--- src/rtl/ecc_pkg.sv ---
// ecc_pkg: shared definitions for the 12-bit/18-bit SECDED Hamming link.
//   DATA_W / CODE_W / SYN_W : data, codeword and syndrome widths
//   codeword_t, data_t      : codeword and data containers
//   syndrome_t              : 5-bit syndrome (position of a single error)
//   DATA_POS                : codeword position of each data bit d0..d11
//   ecc_status_t            : {corrected, detected, fatal} flag bundle
//   encode()                : data -> codeword (shared with encoders and benches)
package ecc_pkg;

  localparam int DATA_W = 12;
  localparam int CODE_W = 18;
  localparam int SYN_W  = 5;

  typedef logic [CODE_W-1:0] codeword_t;
  typedef logic [DATA_W-1:0] data_t;
  typedef logic [SYN_W-1:0]  syndrome_t;

  // Non-power-of-two positions above 0, ascending; bit 0 is overall parity.
  localparam int DATA_POS [DATA_W] = '{3, 5, 6, 7, 9, 10, 11, 12, 13, 14, 15, 17};

  typedef struct packed {
    logic corrected;
    logic detected;
    logic fatal;
  } ecc_status_t;

  function automatic codeword_t encode(data_t d);
    codeword_t cw;
    syndrome_t s;
    cw = '0;
    for (int i = 0; i < DATA_W; i++) cw[DATA_POS[i]] = d[i];
    s = '0;
    for (int p = 1; p < CODE_W; p++) if (cw[p]) s = s ^ SYN_W'(p);
    // Each parity bit sits at a power-of-two position, so setting bit k of
    // the data-only syndrome there cancels it to zero.
    for (int k = 0; k < SYN_W; k++) cw[1 << k] = s[k];
    cw[0] = ^cw[CODE_W-1:1];
    return cw;
  endfunction

endpackage

--- src/rtl/hamming_rx_if.sv ---
// hamming_rx_if: serial channel input plus decoded-word output of the receiver.
//   bit_in/bit_valid/sof : channel bits, MSB first, sof marks codeword bit 17
//   q/out_valid/out_ready: decoded data word with valid/ready handshake
//   err_*                : per-word status, valid with out_valid
//   overrun              : one-cycle pulse when a completed word is dropped
//   corr_cnt/fatal_cnt   : saturating statistics of accepted words
// modport slave is the receiver, modport master is the driving/sinking side.
interface hamming_rx_if;
  import ecc_pkg::*;

  logic        bit_in;
  logic        bit_valid;
  logic        sof;
  data_t       q;
  logic        out_valid;
  logic        out_ready;
  logic        err_corrected;
  logic        err_detected;
  logic        err_fatal;
  logic        overrun;
  logic [15:0] corr_cnt;
  logic [15:0] fatal_cnt;

  modport slave (
    input  bit_in, bit_valid, sof, out_ready,
    output q, out_valid, err_corrected, err_detected, err_fatal,
           overrun, corr_cnt, fatal_cnt
  );

  modport master (
    output bit_in, bit_valid, sof, out_ready,
    input  q, out_valid, err_corrected, err_detected, err_fatal,
           overrun, corr_cnt, fatal_cnt
  );
endinterface

--- src/rtl/hamming_syndrome.sv ---
// hamming_syndrome: combinational syndrome/parity for an 18-bit codeword.
//   code : codeword
//   s    : XOR of the positions (1..17) of all set bits
//   pf   : XOR of all 18 bits (1 = overall parity failure)
module hamming_syndrome
  import ecc_pkg::*;
(
  input  codeword_t code,
  output syndrome_t s,
  output logic      pf
);

  always_comb begin
    s = '0;
    for (int p = 1; p < CODE_W; p++) begin
      if (code[p]) s = s ^ SYN_W'(p);
    end
    pf = ^code;
  end

endmodule

--- src/rtl/hamming_rx.sv ---
// hamming_rx: serial-input SECDED receiver.
//   clk   : system clock, rising edge
//   reset : asynchronous active-high, clears all state
//   rx    : hamming_rx_if.slave (serial bits in, decoded words/flags/stats out)
// Pipeline: deserialiser -> stage 1 (codeword, syndrome, parity) -> output
// register (corrected data + flags). Both registers advance when the output
// register is empty or being accepted.
module hamming_rx
  import ecc_pkg::*;
(
  input  logic          clk,
  input  logic          reset,
  hamming_rx_if.slave   rx
);

  // Deserialiser: only 17 bits are buffered; the 18th comes straight from bit_in.
  logic [4:0]        bit_cnt_q, bit_cnt_d;
  logic [CODE_W-2:0] shreg_q, shreg_d;
  codeword_t         word_cw;
  logic              word_done;

  logic        s1_valid_q, s1_valid_d;
  codeword_t   s1_code_q, s1_code_d;
  syndrome_t   s1_syn_q, s1_syn_d;
  logic        s1_pf_q, s1_pf_d;

  logic        out_valid_q, out_valid_d;
  data_t       q_q, q_d;
  ecc_status_t status_q, status_d;
  logic        overrun_q, overrun_d;
  logic [15:0] corr_cnt_q, corr_cnt_d;
  logic [15:0] fatal_cnt_q, fatal_cnt_d;

  syndrome_t   word_syn;
  logic        word_pf;
  logic        advance;
  logic        handshake;
  codeword_t   fixed_cw;
  ecc_status_t dec_status;
  data_t       dec_data;

  assign word_cw = {shreg_q, rx.bit_in};

  hamming_syndrome u_syndrome (
    .code (word_cw),
    .s    (word_syn),
    .pf   (word_pf)
  );

  assign handshake = out_valid_q & rx.out_ready;
  assign advance   = ~out_valid_q | rx.out_ready;

  always_comb begin
    bit_cnt_d = bit_cnt_q;
    shreg_d   = shreg_q;
    word_done = 1'b0;
    if (rx.bit_valid) begin
      if (rx.sof) begin
        // sof always restarts, silently discarding any partial word.
        shreg_d   = (CODE_W-1)'(rx.bit_in);
        bit_cnt_d = 5'd1;
      end else if (bit_cnt_q != 5'd0) begin
        shreg_d = word_cw[CODE_W-2:0];
        if (bit_cnt_q == 5'd17) begin
          word_done = 1'b1;
          bit_cnt_d = 5'd0;
        end else begin
          bit_cnt_d = bit_cnt_q + 5'd1;
        end
      end
    end
  end

  always_comb begin
    s1_valid_d = s1_valid_q;
    s1_code_d  = s1_code_q;
    s1_syn_d   = s1_syn_q;
    s1_pf_d    = s1_pf_q;
    overrun_d  = 1'b0;
    if (advance) s1_valid_d = 1'b0;
    if (word_done) begin
      if (!s1_valid_q || advance) begin
        s1_valid_d = 1'b1;
        s1_code_d  = word_cw;
        s1_syn_d   = word_syn;
        s1_pf_d    = word_pf;
      end else begin
        overrun_d = 1'b1;
      end
    end
  end

  // Classification; fatal words pass through uncorrected.
  always_comb begin
    fixed_cw   = s1_code_q;
    dec_status = '0;
    if (s1_syn_q == '0) begin
      if (s1_pf_q) begin
        fixed_cw[0]          = ~s1_code_q[0];
        dec_status.corrected = 1'b1;
        dec_status.detected  = 1'b1;
      end
    end else if (!s1_pf_q || (s1_syn_q >= SYN_W'(CODE_W))) begin
      dec_status.fatal    = 1'b1;
      dec_status.detected = 1'b1;
    end else begin
      fixed_cw             = s1_code_q ^ (CODE_W'(1) << s1_syn_q);
      dec_status.corrected = 1'b1;
      dec_status.detected  = 1'b1;
    end
  end

  for (genvar gi = 0; gi < DATA_W; gi++) begin : g_extract
    assign dec_data[gi] = fixed_cw[DATA_POS[gi]];
  end

  // Parity positions carry no data once the word is classified.
  logic unused_parity_bits;
  assign unused_parity_bits = ^{fixed_cw[0], fixed_cw[1], fixed_cw[2],
                                fixed_cw[4], fixed_cw[8], fixed_cw[16]};

  always_comb begin
    out_valid_d = out_valid_q;
    q_d         = q_q;
    status_d    = status_q;
    if (advance) begin
      out_valid_d = s1_valid_q;
      if (s1_valid_q) begin
        q_d      = dec_data;
        status_d = dec_status;
      end
    end
  end

  always_comb begin
    corr_cnt_d  = corr_cnt_q;
    fatal_cnt_d = fatal_cnt_q;
    if (handshake && status_q.corrected && (corr_cnt_q != 16'hFFFF))
      corr_cnt_d = corr_cnt_q + 16'd1;
    if (handshake && status_q.fatal && (fatal_cnt_q != 16'hFFFF))
      fatal_cnt_d = fatal_cnt_q + 16'd1;
  end

  always_ff @(posedge clk or posedge reset) begin
    if (reset) begin
      bit_cnt_q   <= '0;
      shreg_q     <= '0;
      s1_valid_q  <= 1'b0;
      s1_code_q   <= '0;
      s1_syn_q    <= '0;
      s1_pf_q     <= 1'b0;
      out_valid_q <= 1'b0;
      q_q         <= '0;
      status_q    <= '0;
      overrun_q   <= 1'b0;
      corr_cnt_q  <= '0;
      fatal_cnt_q <= '0;
    end else begin
      bit_cnt_q   <= bit_cnt_d;
      shreg_q     <= shreg_d;
      s1_valid_q  <= s1_valid_d;
      s1_code_q   <= s1_code_d;
      s1_syn_q    <= s1_syn_d;
      s1_pf_q     <= s1_pf_d;
      out_valid_q <= out_valid_d;
      q_q         <= q_d;
      status_q    <= status_d;
      overrun_q   <= overrun_d;
      corr_cnt_q  <= corr_cnt_d;
      fatal_cnt_q <= fatal_cnt_d;
    end
  end

  assign rx.q             = q_q;
  assign rx.out_valid     = out_valid_q;
  assign rx.err_corrected = status_q.corrected;
  assign rx.err_detected  = status_q.detected;
  assign rx.err_fatal     = status_q.fatal;
  assign rx.overrun       = overrun_q;
  assign rx.corr_cnt      = corr_cnt_q;
  assign rx.fatal_cnt     = fatal_cnt_q;

endmodule

--- src/flat_wrapper.sv ---
// flat-port wrapper written by rule: the top's interface ports become plain ports
module hamming_rx_flat import ecc_pkg::*;
  (clk, reset, rx_bit_in, rx_bit_valid, rx_sof, rx_out_ready, rx_q, rx_out_valid, rx_err_corrected, rx_err_detected, rx_err_fatal, rx_overrun, rx_corr_cnt, rx_fatal_cnt);
  hamming_rx_if rx_i ();
  input  logic clk;
  input  logic reset;
  input wire logic [$bits(rx_i.bit_in)-1:0] rx_bit_in;
  input wire logic [$bits(rx_i.bit_valid)-1:0] rx_bit_valid;
  input wire logic [$bits(rx_i.sof)-1:0] rx_sof;
  input wire logic [$bits(rx_i.out_ready)-1:0] rx_out_ready;
  output wire logic [$bits(rx_i.q)-1:0] rx_q;
  output wire logic [$bits(rx_i.out_valid)-1:0] rx_out_valid;
  output wire logic [$bits(rx_i.err_corrected)-1:0] rx_err_corrected;
  output wire logic [$bits(rx_i.err_detected)-1:0] rx_err_detected;
  output wire logic [$bits(rx_i.err_fatal)-1:0] rx_err_fatal;
  output wire logic [$bits(rx_i.overrun)-1:0] rx_overrun;
  output wire logic [$bits(rx_i.corr_cnt)-1:0] rx_corr_cnt;
  output wire logic [$bits(rx_i.fatal_cnt)-1:0] rx_fatal_cnt;
  assign rx_i.bit_in = rx_bit_in;
  assign rx_i.bit_valid = rx_bit_valid;
  assign rx_i.sof = rx_sof;
  assign rx_i.out_ready = rx_out_ready;
  assign rx_q = rx_i.q;
  assign rx_out_valid = rx_i.out_valid;
  assign rx_err_corrected = rx_i.err_corrected;
  assign rx_err_detected = rx_i.err_detected;
  assign rx_err_fatal = rx_i.err_fatal;
  assign rx_overrun = rx_i.overrun;
  assign rx_corr_cnt = rx_i.corr_cnt;
  assign rx_fatal_cnt = rx_i.fatal_cnt;
  hamming_rx u_core (.clk(clk), .reset(reset), .rx(rx_i));
endmodule
--- config.mk ---
export PLATFORM = sky130hd
export DESIGN_NAME = hamming_rx_flat
export DESIGN_NICKNAME = d
export VERILOG_FILES = /design/src/rtl/ecc_pkg.sv /design/src/rtl/hamming_rx_if.sv /design/src/rtl/hamming_syndrome.sv /design/src/rtl/hamming_rx.sv /design/src/flat_wrapper.sv
export SDC_FILE = /design/constraint.sdc
export NUM_CORES = 1
export LEC_CHECK = 0
export ABC_CLOCK_PERIOD_IN_PS = 4200
export CORE_MARGIN = 2
export CORE_UTILIZATION = 30
export DETAILED_ROUTE_END_ITERATION = 6
export GPL_ROUTABILITY_DRIVEN = 0
export HOLD_SLACK_MARGIN = 0.03
export PLACE_DENSITY_LB_ADDON = 0.12
export SYNTH_ARGS = -nofsm -noshare
export SYNTH_HDL_FRONTEND = slang
export SYNTH_SLANG_ARGS = --single-unit
--- constraint.sdc ---
create_clock -name clk -period 4.2 [get_ports clk]
set_clock_uncertainty 0.05 [all_clocks]
set_input_delay 0.63 -clock clk [delete_from_list [all_inputs] [get_ports clk]]
set_output_delay 0.63 -clock clk [all_outputs]
set_load 0.05 [all_outputs]
# Yosys cells after proc, flatten, opt, wreduce, memory -nomap -nowiden
# Cells that the tools add are included.
# W data, S select, Z words.
# word_totals
reg_bits	96
input_bits	6
output_inout_bits	49
wordCells	95
# op_classes
addsub	3
n_lt_le_gt_ge	1
n_eq_ne	3
n_shift	1
mux	38
bitwise	20
reduce_logical	15
# ops
operator	count
$mux W17	3
$add A16 B1 Y16 const B	2
$mux W4	8
$ne A16 B16 Y1 const B	2
$mux W5	5
$mux W18	1
$reduce_xor A18 Y1	1
$shl A1 B5 Y18 const A	1
$xor A18 B18 Y18	1
$not A2 Y2	7
$mux W1	13
$mux W3	4
$not A3 Y3	4
$mux W2	4
$reduce_and A2 Y1	3
$add A5 B1 Y5 const B	1
$eq A5 B5 Y1 const B	1
$ge A5 B5 Y1 const B	1
$logic_not A5 Y1	1
$reduce_bool A5 Y1	1
$logic_and A1 B1 Y1	4
$not A1 Y1 const A	4
$not A4 Y4	1
$logic_not A1 Y1	2
other kinds (5)	6

# Logic depth before layout (Yosys ltp)
# Gate-level depths: netlist of the first run.
# depth
depth_word	29
ltp_mapped	9
mapped_depth_nobuf	7

# Modules after synthesis
# A second synthesis of the first run with hierarchy kept.
# hier_totals
hier_cells	425
area_unflattened_um2	4560.6
# by_module_without_submodules
mod	instances	cells_per_inst	area_per_inst_um2	seq_area_each_um2
hamming_rx	1	397	4280.4	2252.2
hamming_syndrome	1	28	280.3	0.0

# Worst setup path before layout of the first run
# Ideal clock, no wire load.
# synth_timing
path_kind	reg2reg
from	register u_core.corr_cnt_q[0], in the netlist u_core.rx.corr_cnt[0]
to	register u_core.corr_cnt_q[12], in the netlist u_core.rx.corr_cnt[12]
setup_ns	0.082
arrival_time_ns	1.909
required_ns	4.068
setup_slack_ns	2.159
path_stages_with_launch	7
path_buffers	0
synth_period_minus_slack_ns	2.041
cell_sequence	dfrtp_1 -> ha_1 -> nand3_1 -> nor3_1 -> or3b_1 -> nor2_1 -> xor2_1
# synth_via
elab_chain_cells	2
word_cells_on_any_way	3
cone_classes	add/sub (1); eq/ne (1); reduce/logical (1)
# synth_rtl
element	line	text
from (decl)	hamming_rx.sv:31	logic [15:0] corr_cnt_q, corr_cnt_d;
from (signal assigned)	hamming_rx.sv:169	corr_cnt_q <= corr_cnt_d;
parallel branches: the longest is 2 deep, another holds $add A16 B1 Y16	n/a	
# Several ways; the timed one is not identified.
# A chain may end at the register's enable or synchronous reset.

# Final worst setup path of the first run
# layout_timing
from	input port rx_sof
to	register u_core.s1_syn_q[1]
# layout_via
elab_chain_cells	3
# layout_rtl
element	line	text
from (decl)	flat_wrapper.sv:9	input wire logic [$bits(rx_i.sof)-1:0] rx_sof;
$mux W1	hamming_rx.sv:58	if (rx.sof) begin
$mux W1	hamming_rx.sv:57	if (rx.bit_valid) begin
$reduce_and A2 Y1 (no line)	n/a	
to (signal assigned)	hamming_rx.sv:163	s1_syn_q <= s1_syn_d;
to (decl)	hamming_rx.sv:24	syndrome_t s1_syn_q, s1_syn_d;
# No other way between the ends.

==> flow_metrics.tcl, run 1 <==
set metrics [dict create \
    syn_area_mm2 0.00432 \
    gr-max-usage-layer "met2" \
    worstPathArrival_ns 2.92 \
    routed_wl_um 8630 \
    synthCells 414 \
    met1_usage_pct 16.0 \
    routed_via_density 4.58 \
    status "complete, no violations" \
    setup_viol 0 \
    clk-insertion-delay-late_ns 0.35 \
    start_util_pct 30.8 \
    max_freq_ghz 0.365 \
    maxCapViolations 0 \
    fin_crit_ns 2.74 \
    cts_made_buffers 9 \
    final_max_slew_viol_count 0 \
    synth_top_area_cell "dfrtp_1" \
    grt_overflow 0 \
    track_usage_pct 12.4 \
    avgSynthCellArea_um2 10.4 \
    worst_pin_slew_ns 0.946 \
    finalCritPeriodShare_pct 65.3 \
    hold_buffers 0 \
    ant_nets 0 \
    synth_nets 425 \
    drt-pass1-iter-count 4 \
    final_cell_count_no_fill 651 \
    area.growth.synth_to_final_pct 23.7 \
    crit_type "in2reg" \
    place_hpwl_um 6120 \
    grt_pass1_wl_um 14500 \
    grt_use_met2_pct 19.0 \
    synthFlopType "dfrtp_1" \
    synth_cell_types 44 \
    hold_ws_ns 0.432 \
    ys_ff_latch 90 \
    drc 0 \
    grt_pass1_vias 2944 \
    synthTopCellsByArea "dfrtp_1 52%, xnor2_1 8.7%, xor2_1 5.1%" \
    cp_max_fo 23 \
    final_common_cell "dfrtp_1" \
    worst_ir_drop_vdd_mv 0.233 \
    portBuffers 54 \
    crit_path_end_kind "register" \
    clock_sinks 90 \
    vias 2979 \
    cts.clk_slew.worst_paths_ns 0.06 \
    ys_warn_count 0 \
    cp.required_ns 4.38 \
    drtIter0Drc 97 \
    avgRoutedWirePerCell_um 13.3 \
    startpoint_type "input pin" \
    rsz0062_at_grt "false" \
    coreArea_mm2 0.0140 \
    slew_headroom_pct 37.0 \
    clockBufferDepth 2 \
    met3_usage_pct 4.35 \
    grt_antenna_before_repair 0 \
    holdCritPathClass "reg2reg" \
    clock-root-buffer "clkbuf_16" \
    netlist.area_leader.share_pct 52.2 \
    synthArstFlopShare_pct 100 \
    power_density_mw_per_mm2 367 \
    grt_start_max_net_pins 52 \
    io_pins 55 \
    leakagePower_uw 0.00229 \
    drive_gt1_share_pct 5.94 \
    most-common-layout-cells "90 x dfrtp_1, 54 x clkdlybuf4s50_1, 50 x nand2_1" \
    ys_seq_area_share_pct 52.2 \
    nets 478 \
    diodes 0 \
    die_height_um 124 \
    htree_levels 3 \
    finalHoldViolCount 0 \
    cts_tree "yes" \
    die_w_um 124 \
    dieArea_mm2 0.0154 \
    tns_ns 0 \
    post_cts_buffers 0 \
    fillerInstances 1404 \
    post_cts_resized 0 \
    post-route-util_pct 38.2 \
    synth_edf_count 0 \
    dp.cells 636 \
    core.rowCount 43 \
]
[kinds of logic after synthesis]
| family | Yosys count | synth area share (%) |
|---|---|---|
| DFF | 90 | 52.2 |
| AOI/OAI and AO/OA | 55 | 7.57 |
| buffers and inverters | 21 | 2.00 |
| xor gates and xnor gates | 69 | 14.3 |
| and+or+nand+nor | 158 | 18.3 |
| muxes | 16 | 4.18 |
| adders and majority gates | 5 | 1.45 |
[through the flow]
stage	total power (uW)	cell area [um^2]	setup slack (ns)
after floorplan	1110	4320	1.18
after global placement	1180	5050	1.11
after detailed placement	1180	5050	1.07
after CTS	2000	5340	1.45
after global routing	2060	5340	1.30
final	1960	5340	1.46
[per-layer routing]
metal / share of wire [%] / wire length [um] / up-vias
li1: - / - / 1499
met1: 49 / 4220 / 1414
met2: 44 / 3810 / 54
met3: 5.2 / 452 / 12
met4: 1.8 / 155 / 0
met5: 0 / 0 / -
[sequential cells by signal, summed over array words and instances, names as in the netlist, 5 cells and up]
name / cells
u_core.shreg_q: 17
u_core.rx.corr_cnt: 16
u_core.rx.fatal_cnt: 16
u_core.rx.q: 12
u_core.s1_code_q: 12
u_core.bit_cnt_q: 5
u_core.s1_syn_q: 5
[cell type report]
type	instances	area [um^2]	area share (%)
Inverter	7	27.5	0.515
Clock buffer	11	233	4.36
Clock inverter	4	53.8	1.01
Sequential cell	90	2250	42.2
Timing Repair Buffer	56	568	10.6
Tap cell	180	225	4.22
Multi-Input combinational cell	303	1980	37.1
[worst max-delay path, stage by stage]
cell and delay [ns]:
clkdlybuf4s50_1 0.89, nand3b_1 0.23, nand2b_1 0.75, mux2_2 0.41
[final timing paths]
check,start,to,slack (ns),depth (start not counted)
max reg2reg,u_core.bit_cnt_q[0],u_core.shreg_q[11],1.85,6
max in group asynchronous,reset,u_core.shreg_q[12],2.73,3
max,rx_sof,u_core.s1_syn_q[1],1.46,4
min,u_core.s1_valid_q,u_core.rx.out_valid,0.43,1
min reg2reg,u_core.s1_valid_q,u_core.rx.out_valid,0.43,1
min in group asynchronous,reset,u_core.rx.fatal_cnt[2],0.66,2
[power breakdown]
part	internal (uW)	leakage, uW	switching, uW
Clock	459	0.000132	336
Combinational	95.4	0.000925	134
Sequential	897	0.00123	36.1
[synth_stat cells, drive strengths merged, types with 7 or more instances]
| cell | n |
|---|---|
| a21oi | 14 |
| nand3 | 14 |
| clkbuf | 10 |
| xnor2 | 43 |
| nor3 | 7 |
| inv | 7 |
| nand4 | 8 |
| dfrtp | 90 |
| mux2 | 16 |
| xor2 | 25 |
| nand2 | 50 |
| nand2b | 20 |
| nor2 | 35 |
| o21ai | 27 |
Power figures use the tool's default switching activity.
==> run 2: changes to the inputs <==
--- a/config.mk
+++ b/config.mk
@@ -5,7 +5,7 @@
 export SDC_FILE = /design/constraint.sdc
 export NUM_CORES = 1
 export LEC_CHECK = 0
-export ABC_CLOCK_PERIOD_IN_PS = 4200
+export ABC_CLOCK_PERIOD_IN_PS = 2700
 export CORE_MARGIN = 2
 export CORE_UTILIZATION = 30
 export DETAILED_ROUTE_END_ITERATION = 6
==> constraint.sdc (replaced) <==
create_clock -name clk -period 2.7 [get_ports clk]
set_clock_uncertainty 0.05 [all_clocks]
set_input_delay 0.405 -clock clk [delete_from_list [all_inputs] [get_ports clk]]
set_output_delay 0.405 -clock clk [all_outputs]
set_load 0.05 [all_outputs]
==> flow_metrics.tcl, run 2 (synthesis gave the netlist of run 1 again) <==
set metrics [dict create \
    status "complete, no violations" \
    cts_tree "yes" \
    cp_max_fo 8 \
    stdcell_area_mm2 0.00543 \
    comb_power_share_pct 11.5 \
    diodes 0 \
    cp_top_family "buffers and inverters" \
    seq_power_share_pct 46.6 \
    most-common-layout-cells "90 x dfrtp_1, 54 x clkdlybuf4s50_1, 50 x nand2_1" \
    power_density_mw_per_mm2 575 \
    area.growth.synth_to_final_pct 25.7 \
    grt_overflow 0 \
    crit_type "reg2out" \
    crit_path_end_kind "output pin" \
    clock_sinks 90 \
    tns_ns 0 \
    finalCritPeriodShare_pct 79.0 \
    clock-root-buffer "clkbuf_16" \
    post_cts_resized 0 \
    setup_viol 0 \
    htree_levels 3 \
    power_frac_clock_pct 41.9 \
    drt-pass1-iter-count 6 \
    internal_power_uw 2340 \
    vias 3075 \
    largest_register_ffs 17 \
    clockBufferDepth 2 \
    dieArea_mm2 0.0154 \
    slowest_delay_ns 0.85 \
    place_area_mm2 0.00511 \
    final_common_cell "dfrtp_1" \
    regToRegEndpoint "u_core.shreg_q[5]" \
    worstPathArrival_ns 1.68 \
    die_height_um 124 \
    grt_start_max_net_pins 45 \
    rsz0062_at_grt "false" \
    maxCapViolations 0 \
    final_max_slew_viol_count 0 \
    cts.clk_slew.worst_paths_ns 0.06 \
    fin_crit_ns 2.13 \
    coreArea_mm2 0.0140 \
    cp_cell_sequence "clkdlybuf4s50_1" \
    core.rowCount 43 \
    reg2reg_slack_ns 0.74 \
    hold_buffers 0 \
    r2r-start "u_core.bit_cnt_q[0]" \
    power_switching_uw 774 \
    cp.required_ns 2.25 \
    slew_headroom_pct 65.6 \
    holdCritPathClass "in2async" \
    grt_pass1_wl_um 14800 \
    cts_made_buffers 9 \
    drc 0 \
    place_hpwl_um 6370 \
    final_cell_count_no_fill 659 \
    dp.cells 643 \
    worst_ir_drop_vdd_mv 0.319 \
    nets 485 \
    cp.buffers_inverters 1 \
    crit_slowest_cell "clkdlybuf4s50_1" \
    portBuffers 54 \
    leakagePower_uw 0.00234 \
    post_cts_buffers 0 \
    grt_antenna_before_repair 0 \
    startpoint_type "register" \
    clk-insertion-delay-late_ns 0.34 \
    avgRoutedWirePerCell_um 13.1 \
    grt_pass1_vias 2945 \
    startpoint "u_core.rx.fatal_cnt[3]" \
    finalHoldViolCount 0 \
    track_usage_pct 12.5 \
    io_pins 55 \
    switching_share_pct 24.8 \
    routed_via_density 4.67 \
    top_register "u_core.shreg_q" \
    start_util_pct 30.8 \
    drive_gt1_share_pct 7.72 \
    worst_pin_slew_ns 0.514 \
    max_freq_ghz 0.469 \
    drtIter0Drc 105 \
    ant_nets 0 \
    routed_wl_um 8630 \
    die_w_um 124 \
    r2r_cells 6 \
]
==> run 2: cell count changes in the layout (fill, tap and decap cells not counted), sizes merged <==
cell and delta:
buf +7, clkbuf +2, clkinv -1
==> run 2: cell type report <==
type,count,area (um^2)
clock buffers,13,270
clock inverters,3,46.3
fillers,1393,8560
inverters,7,30.0
multi-input cells,303,1980
flip-flops and latches,90,2250
well taps,180,225
repair buffers,63,621
==> run 2: per-stage QoR <==
stage | util [%] | hold slack [ns] | setup slack [ns] | total power (uW)
3_5_place_dp | 36.5 | 0.423 | 0.457 | 1850
4_1_cts | 38.8 | 0.363 | 0.545 | 3190
3_3_place_gp | 36.5 | 0.412 | 0.476 | 1840
6_report | 38.8 | 0.356 | 0.568 | 3120
2_1_floorplan | - | 0.399 | 0.659 | 1730
5_1_grt | 38.8 | 0.380 | 0.479 | 3280
==> run 2: power by group through the flow <==
stage	Sequential, uW	Combinational [uW]	Clock, uW
2_1_floorplan	1530	207	0
3_3_place_gp	1480	363	0
3_5_place_dp	1480	367	0
4_1_cts	1450	368	1360
5_1_grt	1460	404	1410
6_report	1450	360	1310
==> run 2: routing by layer <==
layer,vias up,track usage (%),part of all wire (%)
met1,1464,16.7,48
met2,58,19.3,45
met4,0,6.53,2.5
met3,18,2.47,4.3
li1,1535,-,-
met5,-,0,0
==> run 2: how the worst max path moves through the flow <==
stage / endpoint / slack [ns] / cells past startpoint
floorplan: u_core.rx.corr_cnt[12] / 0.66 / 6
global placement: u_core.rx.corr_cnt[15] / 0.48 / 6
detailed placement: u_core.rx.corr_cnt[15] / 0.46 / 6
CTS: rx_fatal_cnt[3] / 0.54 / 1
global route: rx_fatal_cnt[3] / 0.48 / 1
finish: rx_fatal_cnt[3] / 0.57 / 1
